[config.mk]
export PLATFORM = sky130hd
export DESIGN_NAME = router_src_ingress
export DESIGN_NICKNAME = d
export VERILOG_FILES = /design/src/rtl/router_src_ingress.sv
export SDC_FILE = /design/constraint.sdc
export NUM_CORES = 1
export LEC_CHECK = 0
export CORE_ASPECT_RATIO = 1.75
export CORE_MARGIN = 4
export CORE_UTILIZATION = 47
export DETAILED_ROUTE_END_ITERATION = 8
export PLACE_DENSITY = 0.74
export SYNTH_ARGS = -nofsm -noshare
export SYNTH_HDL_FRONTEND = slang
export SYNTH_SLANG_ARGS = --single-unit
[constraint.sdc]
create_clock -name clock -period 1.59 [get_ports clock]
set_input_delay 0.318 -clock clock [delete_from_list [all_inputs] [get_ports clock]]
set_output_delay 0.318 -clock clock [all_outputs]
set_load 0.02 [all_outputs]
[src/rtl/router_src_ingress.sv]
// Source-side router ingress: decodes the header, steers every byte to one of NUM_DEST FIFOs,
// and checks length and parity. Optional statistics counters are enabled with ROUTER_SRC_STATS_EN.
module router_src_ingress #(
  parameter int unsigned DATA_W   = 8,
  parameter int unsigned NUM_DEST = 3,
  parameter int unsigned LEN_W    = 6
) (
  input  logic                clock,
  input  logic                reset,
  input  logic [DATA_W-1:0]   din,
  input  logic                pkt_valid,
  output logic                busy,
  output logic                error,
  output logic                pkt_done,
  output logic [DATA_W-1:0]   fifo_wdata,
  output logic [NUM_DEST-1:0] fifo_we,
  input  logic [NUM_DEST-1:0] fifo_full
`ifdef ROUTER_SRC_STATS_EN
  ,
  output logic [15:0]         pkt_cnt,
  output logic [15:0]         err_cnt
`endif
);

  localparam int unsigned ADDR_W = $clog2(NUM_DEST);

  if (ADDR_W + LEN_W > DATA_W) begin : g_bad_header_width
    $error("router_src_ingress: ADDR_W + LEN_W must not exceed DATA_W");
  end
  if (NUM_DEST < 2) begin : g_bad_num_dest
    $error("router_src_ingress: NUM_DEST must be at least 2");
  end

  typedef enum logic [2:0] {
    StIdle,
    StHdrWait,
    StPayload,
    StParity,
    StCheck,
    StDrop
  } state_e;

  function automatic logic [NUM_DEST-1:0] onehot(input logic [ADDR_W-1:0] idx);
    logic [NUM_DEST-1:0] oh;
    oh = '0;
    for (int unsigned i = 0; i < NUM_DEST; i++) begin
      if (idx == ADDR_W'(i)) oh[i] = 1'b1;
    end
    return oh;
  endfunction

  state_e              state_q, state_d;
  logic [ADDR_W-1:0]   dest_q, dest_d;
  logic [DATA_W-1:0]   hdr_q, hdr_d;
  logic [LEN_W-1:0]    cnt_q, cnt_d;
  logic [DATA_W-1:0]   par_q, par_d;
  logic                len_err_q, len_err_d;
  logic                error_q, error_d;

  logic [ADDR_W-1:0]   in_dest;
  logic [LEN_W-1:0]    in_len;
  logic                in_dest_bad;
  logic                in_full;
  logic                sel_full;
  logic                we_c;
  logic [ADDR_W-1:0]   we_dest;
  logic [DATA_W-1:0]   wdata_c;
  logic                busy_c;
  logic                done_c;

  assign in_dest     = din[ADDR_W-1:0];
  assign in_len      = din[ADDR_W+LEN_W-1:ADDR_W];
  assign in_dest_bad = (32'(in_dest) >= NUM_DEST);
  assign in_full     = |(fifo_full & onehot(in_dest));
  assign sel_full    = |(fifo_full & onehot(dest_q));

  // par_q accumulates XOR of all bytes including the parity byte; nonzero means mismatch.
  always_comb begin
    state_d   = state_q;
    dest_d    = dest_q;
    hdr_d     = hdr_q;
    cnt_d     = cnt_q;
    par_d     = par_q;
    len_err_d = len_err_q;
    error_d   = error_q;
    we_c      = 1'b0;
    we_dest   = dest_q;
    wdata_c   = din;
    busy_c    = 1'b0;
    done_c    = 1'b0;

    unique case (state_q)
      StIdle: begin
        if (pkt_valid) begin
          hdr_d     = din;
          dest_d    = in_dest;
          cnt_d     = in_len;
          par_d     = din;
          len_err_d = 1'b0;
          error_d   = 1'b0;
          if (in_dest_bad) begin
            state_d = StDrop;
          end else if (in_full) begin
            state_d = StHdrWait;
          end else begin
            we_c    = 1'b1;
            we_dest = in_dest;
            state_d = (in_len == '0) ? StParity : StPayload;
          end
        end
      end
      StHdrWait: begin
        busy_c = 1'b1;
        if (!sel_full) begin
          we_c    = 1'b1;
          wdata_c = hdr_q;
          state_d = (cnt_q == '0) ? StParity : StPayload;
        end
      end
      StPayload: begin
        busy_c = sel_full;
        if (!sel_full) begin
          we_c  = 1'b1;
          par_d = par_q ^ din;
          if (pkt_valid) begin
            cnt_d = cnt_q - LEN_W'(1);
            if (cnt_q == LEN_W'(1)) state_d = StParity;
          end else begin
            // Packet ended early: this byte is its parity.
            len_err_d = 1'b1;
            state_d   = StCheck;
          end
        end
      end
      StParity: begin
        busy_c = sel_full;
        if (!sel_full) begin
          we_c  = 1'b1;
          par_d = par_q ^ din;
          if (pkt_valid) len_err_d = 1'b1;
          state_d = StCheck;
        end
      end
      StCheck: begin
        busy_c  = 1'b1;
        done_c  = 1'b1;
        error_d = (|par_q) | len_err_q;
        state_d = StIdle;
      end
      StDrop: begin
        if (!pkt_valid) begin
          done_c  = 1'b1;
          error_d = 1'b1;
          state_d = StIdle;
        end
      end
      default: state_d = StIdle;
    endcase
  end

  always_ff @(posedge clock or posedge reset) begin
    if (reset) begin
      state_q   <= StIdle;
      dest_q    <= '0;
      hdr_q     <= '0;
      cnt_q     <= '0;
      par_q     <= '0;
      len_err_q <= 1'b0;
      error_q   <= 1'b0;
    end else begin
      state_q   <= state_d;
      dest_q    <= dest_d;
      hdr_q     <= hdr_d;
      cnt_q     <= cnt_d;
      par_q     <= par_d;
      len_err_q <= len_err_d;
      error_q   <= error_d;
    end
  end

  // Gate writes with reset so a header on din cannot leak through while reset is held.
  assign fifo_we    = (we_c && !reset) ? onehot(we_dest) : '0;
  assign fifo_wdata = (we_c && !reset) ? wdata_c : '0;
  assign busy       = busy_c;
  assign pkt_done   = done_c;
  assign error      = error_q;

`ifdef ROUTER_SRC_STATS_EN
  logic [15:0] pkt_cnt_q, err_cnt_q;

  always_ff @(posedge clock or posedge reset) begin
    if (reset) begin
      pkt_cnt_q <= '0;
      err_cnt_q <= '0;
    end else if (done_c) begin
      if (pkt_cnt_q != 16'hFFFF) pkt_cnt_q <= pkt_cnt_q + 16'd1;
      if (error_d && (err_cnt_q != 16'hFFFF)) err_cnt_q <= err_cnt_q + 16'd1;
    end
  end

  assign pkt_cnt = pkt_cnt_q;
  assign err_cnt = err_cnt_q;
`endif

endmodule

* Yosys cells after proc, flatten, opt, wreduce, memory -nomap -nowiden
Index checks and enable logic that the tools add are counted.
Word-level totals: register bits 29, input bits 14, output and inout port bits 14
Operators by class: add/subtract/negate cells 1, order comparisons 1, equal/unequal tests 22, mux-type cells 51, bitwise logic cells 4, reduce and logical (&&, ||, !) cells 24
Operators with widths (number):
- $mux 8 | 5
- $mux 3 | 9
- $mux 1 | 21
- $mux 6 | 3
- $ne 2x2->1 const B | 9
- $pmux 8 s2 | 1
- $pmux 3 s5 | 1
- $logic_not 6->1 | 2
- $pmux 6 s2 | 1
- $reduce_and 6->1 | 2
- $mux 2 | 5
- $reduce_or 3->1 | 3
- $reduce_or 8->1 | 1
- $xor 8x8->8 | 1
- $and 3x3->3 | 2
- $eq 2x1->1 const B | 3
- $eq 2x2->1 const B | 3
- $eq 3x2->1 const B | 2
- $eq 3x3->1 const B | 2
- $eq 6x1->1 const B | 1
- $logic_not 2->1 | 3
- $pmux 1 s2 | 3
- $pmux 1 s3 | 2
- $reduce_and 3->1 | 2
- other kinds (13) | 16

* Longest topological paths before layout
depth in word-level cells 11, gate-level depth with buffers 6

* Worst setup path after synthesis
No wires, ideal clock.
path type reg2out, start point register dest_q[0], end point output port fifo_we[0], arrival time 1550 ps, data required time 1272 ps, slack -278 ps, cell stages (with the launch flop) 7, path buffers 2, cell sequence dfrtp_1 buf_6 mux2i_4 o21a_1 a32oi_1 buf_4 a21oi_1
On the way: cells in the longest elaborated chain, start to end 8, elaborated cells between the ends (all ways) 18, those cells by class eq/ne: 2; mux: 11; bitwise: 1; reduce/logical: 4
Ends and longest elaborated chain:
- start: declaration | RTL line 53 | logic [ADDR_W-1:0] dest_q, dest_d;
- start signal: assignment | RTL line 172 | dest_q <= dest_d;
- $eq 2x1->1, or another cell as far along | RTL line 47 | if (idx == ADDR_W'(i)) oh[i] = 1'b1;
- $mux 1 | RTL line 47
- $and 3x3->3 | RTL line 75 | assign sel_full = |(fifo_full & onehot(dest_q));
- $reduce_or 3->1 | RTL line 75
- $mux 1 | RTL line 114, 122, 137
- $pmux 1 s2 | RTL line 92 | unique case (state_q)
- $logic_and 1x1->1 | RTL line 182 | assign fifo_we = (we_c && !reset) ? onehot(we_dest) : '0;
- $mux 3 * | RTL line 182
- end: declaration | RTL line 16 | output logic [NUM_DEST-1:0] fifo_we,
Every way passes the cells marked *; elsewhere a longest branch is shown, timed or not.

* Worst setup path after layout
start point register dest_q[0], end point output port fifo_we[2]
Same word-level chain as after synthesis.

==> Flow_metrics.wiki <==
{| class="wikitable"
! Metric !! Value
|-
| Slack of the critical path || -0.602 ns
|-
| Hold-fix buffers at CTS || 0
|-
| Commonest cells after routing, fill and taps aside || sky130_fd_sc_hd__buf_4 (50), sky130_fd_sc_hd__nand2_1 (36), sky130_fd_sc_hd__dfrtp_1 (25), sky130_fd_sc_hd__buf_6 (20)
|-
| Number of distinct standard cells referenced by the synthesized netlist || 46
|-
| # H-tree levels || 1
|-
| Final core area utilization || 79.5%
|-
| Wire length per cell after detailed routing || 18.0 um
|-
| Routed length on met3 || 332 um
|-
| Die footprint || 5060 sq um
|-
| Mapped Area || 1860 sq um
|-
| Leakage power total || 1.33 nW
|-
| Failing checks || negative setup slack
|-
| TritonCTS clock tree || done
|-
| Sort of element at the end of the critical path || output pin
|-
| WL met2 || 3400 um
|-
| Net Count, Synth || 231
|-
| Number of warnings printed during yosys synthesis || 0
|-
| Crit path launch type || register
|-
| Hold_sp || din[7]
|-
| Total power per unit cell area || 1830 nW/um^2
|-
| Slew Limit Headroom || 68.1%
|-
| Predominant post-synthesis flop cell || sky130_fd_sc_hd__dfrtp_1
|-
| Average cell area after synthesis || 8.68 sq um
|-
| Critical path peak fanout || 5
|-
| # clock sinks || 27
|-
| Wl on met1 || about 2200 um
|-
| Peak Freq || around 460 MHz
|-
| Max-Cap Viols || 0
|-
| Area of the core || ~3800 sq um
|-
| Highest metal layer used by the detailed router || met4
|-
| Worst EP required || 1.27 ns
|-
| Number of enable flip-flop cells after synthesis || 0
|-
| Timing startpoint of the critical path || dest_q[0]$_DFFE_PP0P_
|-
| NumNets Final || 311
|-
| Commonest non-fill, non-tap cell in the layout || sky130_fd_sc_hd__buf_4
|-
| Wire length of the first global-routing pass || 9210 um
|-
| Ports placed on the boundary || 28
|-
| Run status || complete, but fails checks
|-
| Overall routed net length || 6130 um
|-
| Number of instances in the synthesized netlist || 214
|-
| Number of remaining DRC errors || 0
|-
| Area added between synthesis and finish || 63.9%
|-
| Crit Path Class || reg -> out
|-
| Share of async-settable or async-resettable flops after synthesis || 100%
|-
| Post-route worst hold slack || 0.514 ns
|-
| Master cell of the clock root buffer || sky130_fd_sc_hd__clkbuf_8
|-
| Clk pin slew, worst setup/hold paths || 0.10 ns
|-
| Total of flip-flops plus latches after synthesis || 27
|-
| Pin count of the biggest net entering global routing || 28
|-
| Via count of the first global-routing pass || ~2.0k
|-
| Number of antenna-violating nets in the routed design || 0
|-
| Period minus WS final || between 2 and 2.5 ns
|-
| Residual overflow from global routing || 0
|-
| GP Congestion || 0.939
|-
| Final count of hold timing violations || 0
|-
| Worst flop-to-flop path startpoint || dest_q[0]$_DFFE_PP0P_
|-
| Maximum clock skew at final layout || 0.00267 ns
|-
| Global router's overall resource usage || 22.8%
|-
| Fill cell total of the finished layout || 243
|-
| Number of antenna violations at the first check in global routing || 0
|-
| Via density per instance || 5.81
|-
| Worst ir drop on vdd || 1480 uV
|-
| Number of max-slew violations in the final report || 0
|-
| Die height || 91.1 um
|-
| Final HPWL from detailed placement || 3880 um
|-
| Number of buffers added by the clock tree synthesis step || 3
|-
| Share of the cycle needed by the critical path after routing || 138%
|-
| Multi-input combinational cell area || between 1000 and 1500 sq um
|-
| Worst path arrival time || roughly 1.9 ns
|-
| Worst Max-Slew Pin Slew || 0.475 ns
|-
| Total area of sequential cells || 678 sq um
|-
| Sequential fraction of the synthesis area || 36.4%
|-
| TritonRoute pass-1 iters || 4
|-
| Final setup violation count || 28
|-
| Share of layout cells above drive strength 1 || approximately 45%
|-
| Cell Rows || 30
|-
| Initial standard-cell utilization of the core || approximately half
|-
| Total number of vias || roughly 2.0k
|-
| Port Buf Inserts || 27
|-
| Iter 0 DRT Violations || 78
|-
| N_diodes || 0
|-
| Worst hold-check path type || in -> reg
|-
| Die X-Extent || between 50 and 60 um
|-
| Maximum clock path buffer count || 2
|-
| Latest clock arrival within the worst-skew pair || 0.27 ns
|-
| Unrepaired setup endpoints after global routing || true
|}
## power breakdown
| part | switching (W) | total [W] | internal, W |
|---|---|---|---|
| Sequential | 0.000334 | 0.00136 | 0.00102 |
| Combinational | 0.00194 | 0.00381 | 0.00187 |
| Clock | 0.000227 | 0.000406 | 0.000178 |
## through the flow
step	std cells	TNS, ns	instance area [sq um]	total power, W	setup WS (ns)
2_1_floorplan	214	-1.85	1960	0.00319	-0.173
4_1_cts	332	-8.05	2880	0.00514	-0.594
3_5_place_dp	320	-19.40	2560	0.00423	-1.09
3_3_place_gp	320	-18.36	2560	0.00416	-1.04
6_report	341	-8.99	3040	0.00557	-0.602
5_1_grt	341	-10.86	3040	0.00591	-0.684
## critical path: stages (launching register included)
cell	delay, ns
sky130_fd_sc_hd__dfrtp_2	0.45
sky130_fd_sc_hd__mux2i_4	0.22
sky130_fd_sc_hd__o21a_1	0.21
sky130_fd_sc_hd__a32oi_2	0.20
sky130_fd_sc_hd__bufbuf_16	0.32
sky130_fd_sc_hd__a21oi_2	0.03
sky130_fd_sc_hd__buf_4	0.16
## registers in the layout, indices dropped and copies added (netlist names)
register	count
dest_q	1
state_q	3
error	1
len_err_q	1
cnt_q	6
par_q	8
hdr_q	7
## Yosys cell counts (2+ instances only)
cell type	n	area share, %
sky130_fd_sc_hd__inv_1	7	1.4
sky130_fd_sc_hd__ha_1	3	2.0
sky130_fd_sc_hd__a31oi_1	2	0.67
sky130_fd_sc_hd__a21oi_1	13	3.5
sky130_fd_sc_hd__dfrtp_1	27	36
sky130_fd_sc_hd__mux2i_1	9	4.9
sky130_fd_sc_hd__o211ai_1	3	1.2
sky130_fd_sc_hd__nand2b_1	4	1.3
sky130_fd_sc_hd__nor2_1	17	3.4
sky130_fd_sc_hd__o21ai_0	15	4.0
sky130_fd_sc_hd__a32oi_1	2	0.94
sky130_fd_sc_hd__o21a_1	2	0.81
sky130_fd_sc_hd__nor4_1	4	1.3
sky130_fd_sc_hd__clkbuf_1	3	0.61
sky130_fd_sc_hd__nor3b_1	4	1.6
sky130_fd_sc_hd__nor2b_1	4	1.3
sky130_fd_sc_hd__buf_2	5	1.3
sky130_fd_sc_hd__xnor2_1	8	3.8
sky130_fd_sc_hd__a22oi_1	2	0.81
sky130_fd_sc_hd__buf_4	6	2.4
sky130_fd_sc_hd__nand2_1	37	7.5
sky130_fd_sc_hd__nand4_1	2	0.67
sky130_fd_sc_hd__nor3_1	5	1.3
sky130_fd_sc_hd__or4_1	2	0.81
sky130_fd_sc_hd__nor3b_2	7	4.7
## cell type report
class	instances	area share, %
Inverter	7	0.863
Clock inverter	1	0.247
Timing Repair Buffer	90	27.6
Sequential cell	27	22.3
Clock buffer	3	1.36
Tap cell	48	1.97
Multi-Input combinational cell	165	45.7
## path summary, 6_finish.rpt
kind | end | slack, ns | cells past startpoint
min | hdr_q[7]$_DFFE_PP0P_ | 0.51 | 3
max reg2reg | par_q[7]$_DFFE_PP0P_ | -0.17 | 7
max in group asynchronous | state_q[2]$_DFFE_PP0P_ | 0.73 | 4
max | fifo_we[2] | -0.60 | 6
min reg2reg | cnt_q[4]$_DFFE_PP0P_ | 0.54 | 2
min in group asynchronous | dest_q[0]$_DFFE_PP0P_ | 0.57 | 4
## per-layer routing
layer	global-route usage, %	up-vias
li1	-	915
met1	24.9	953
met2	42.8	89
met3	1.99	23
met4	10.8	0
met5	0	-
## timing repair
item	CTS	global route
buffers inserted	7	9
cloned	1	2
resized for setup	126	28
setup endpoints to repair	28	31
pin swaps	10	20
## kinds of logic after synthesis
group	count (synthesis)	synth area share (%)
flops	27	36.4
xor+xnor	9	4.25
fa+ha+maj	3	2.02
mux	10	6.06
compound gates	49	17.4
simple gates	94	27.5
buf+inv	22	6.40
No activity file was read; power rests on OpenSTA's default activity.
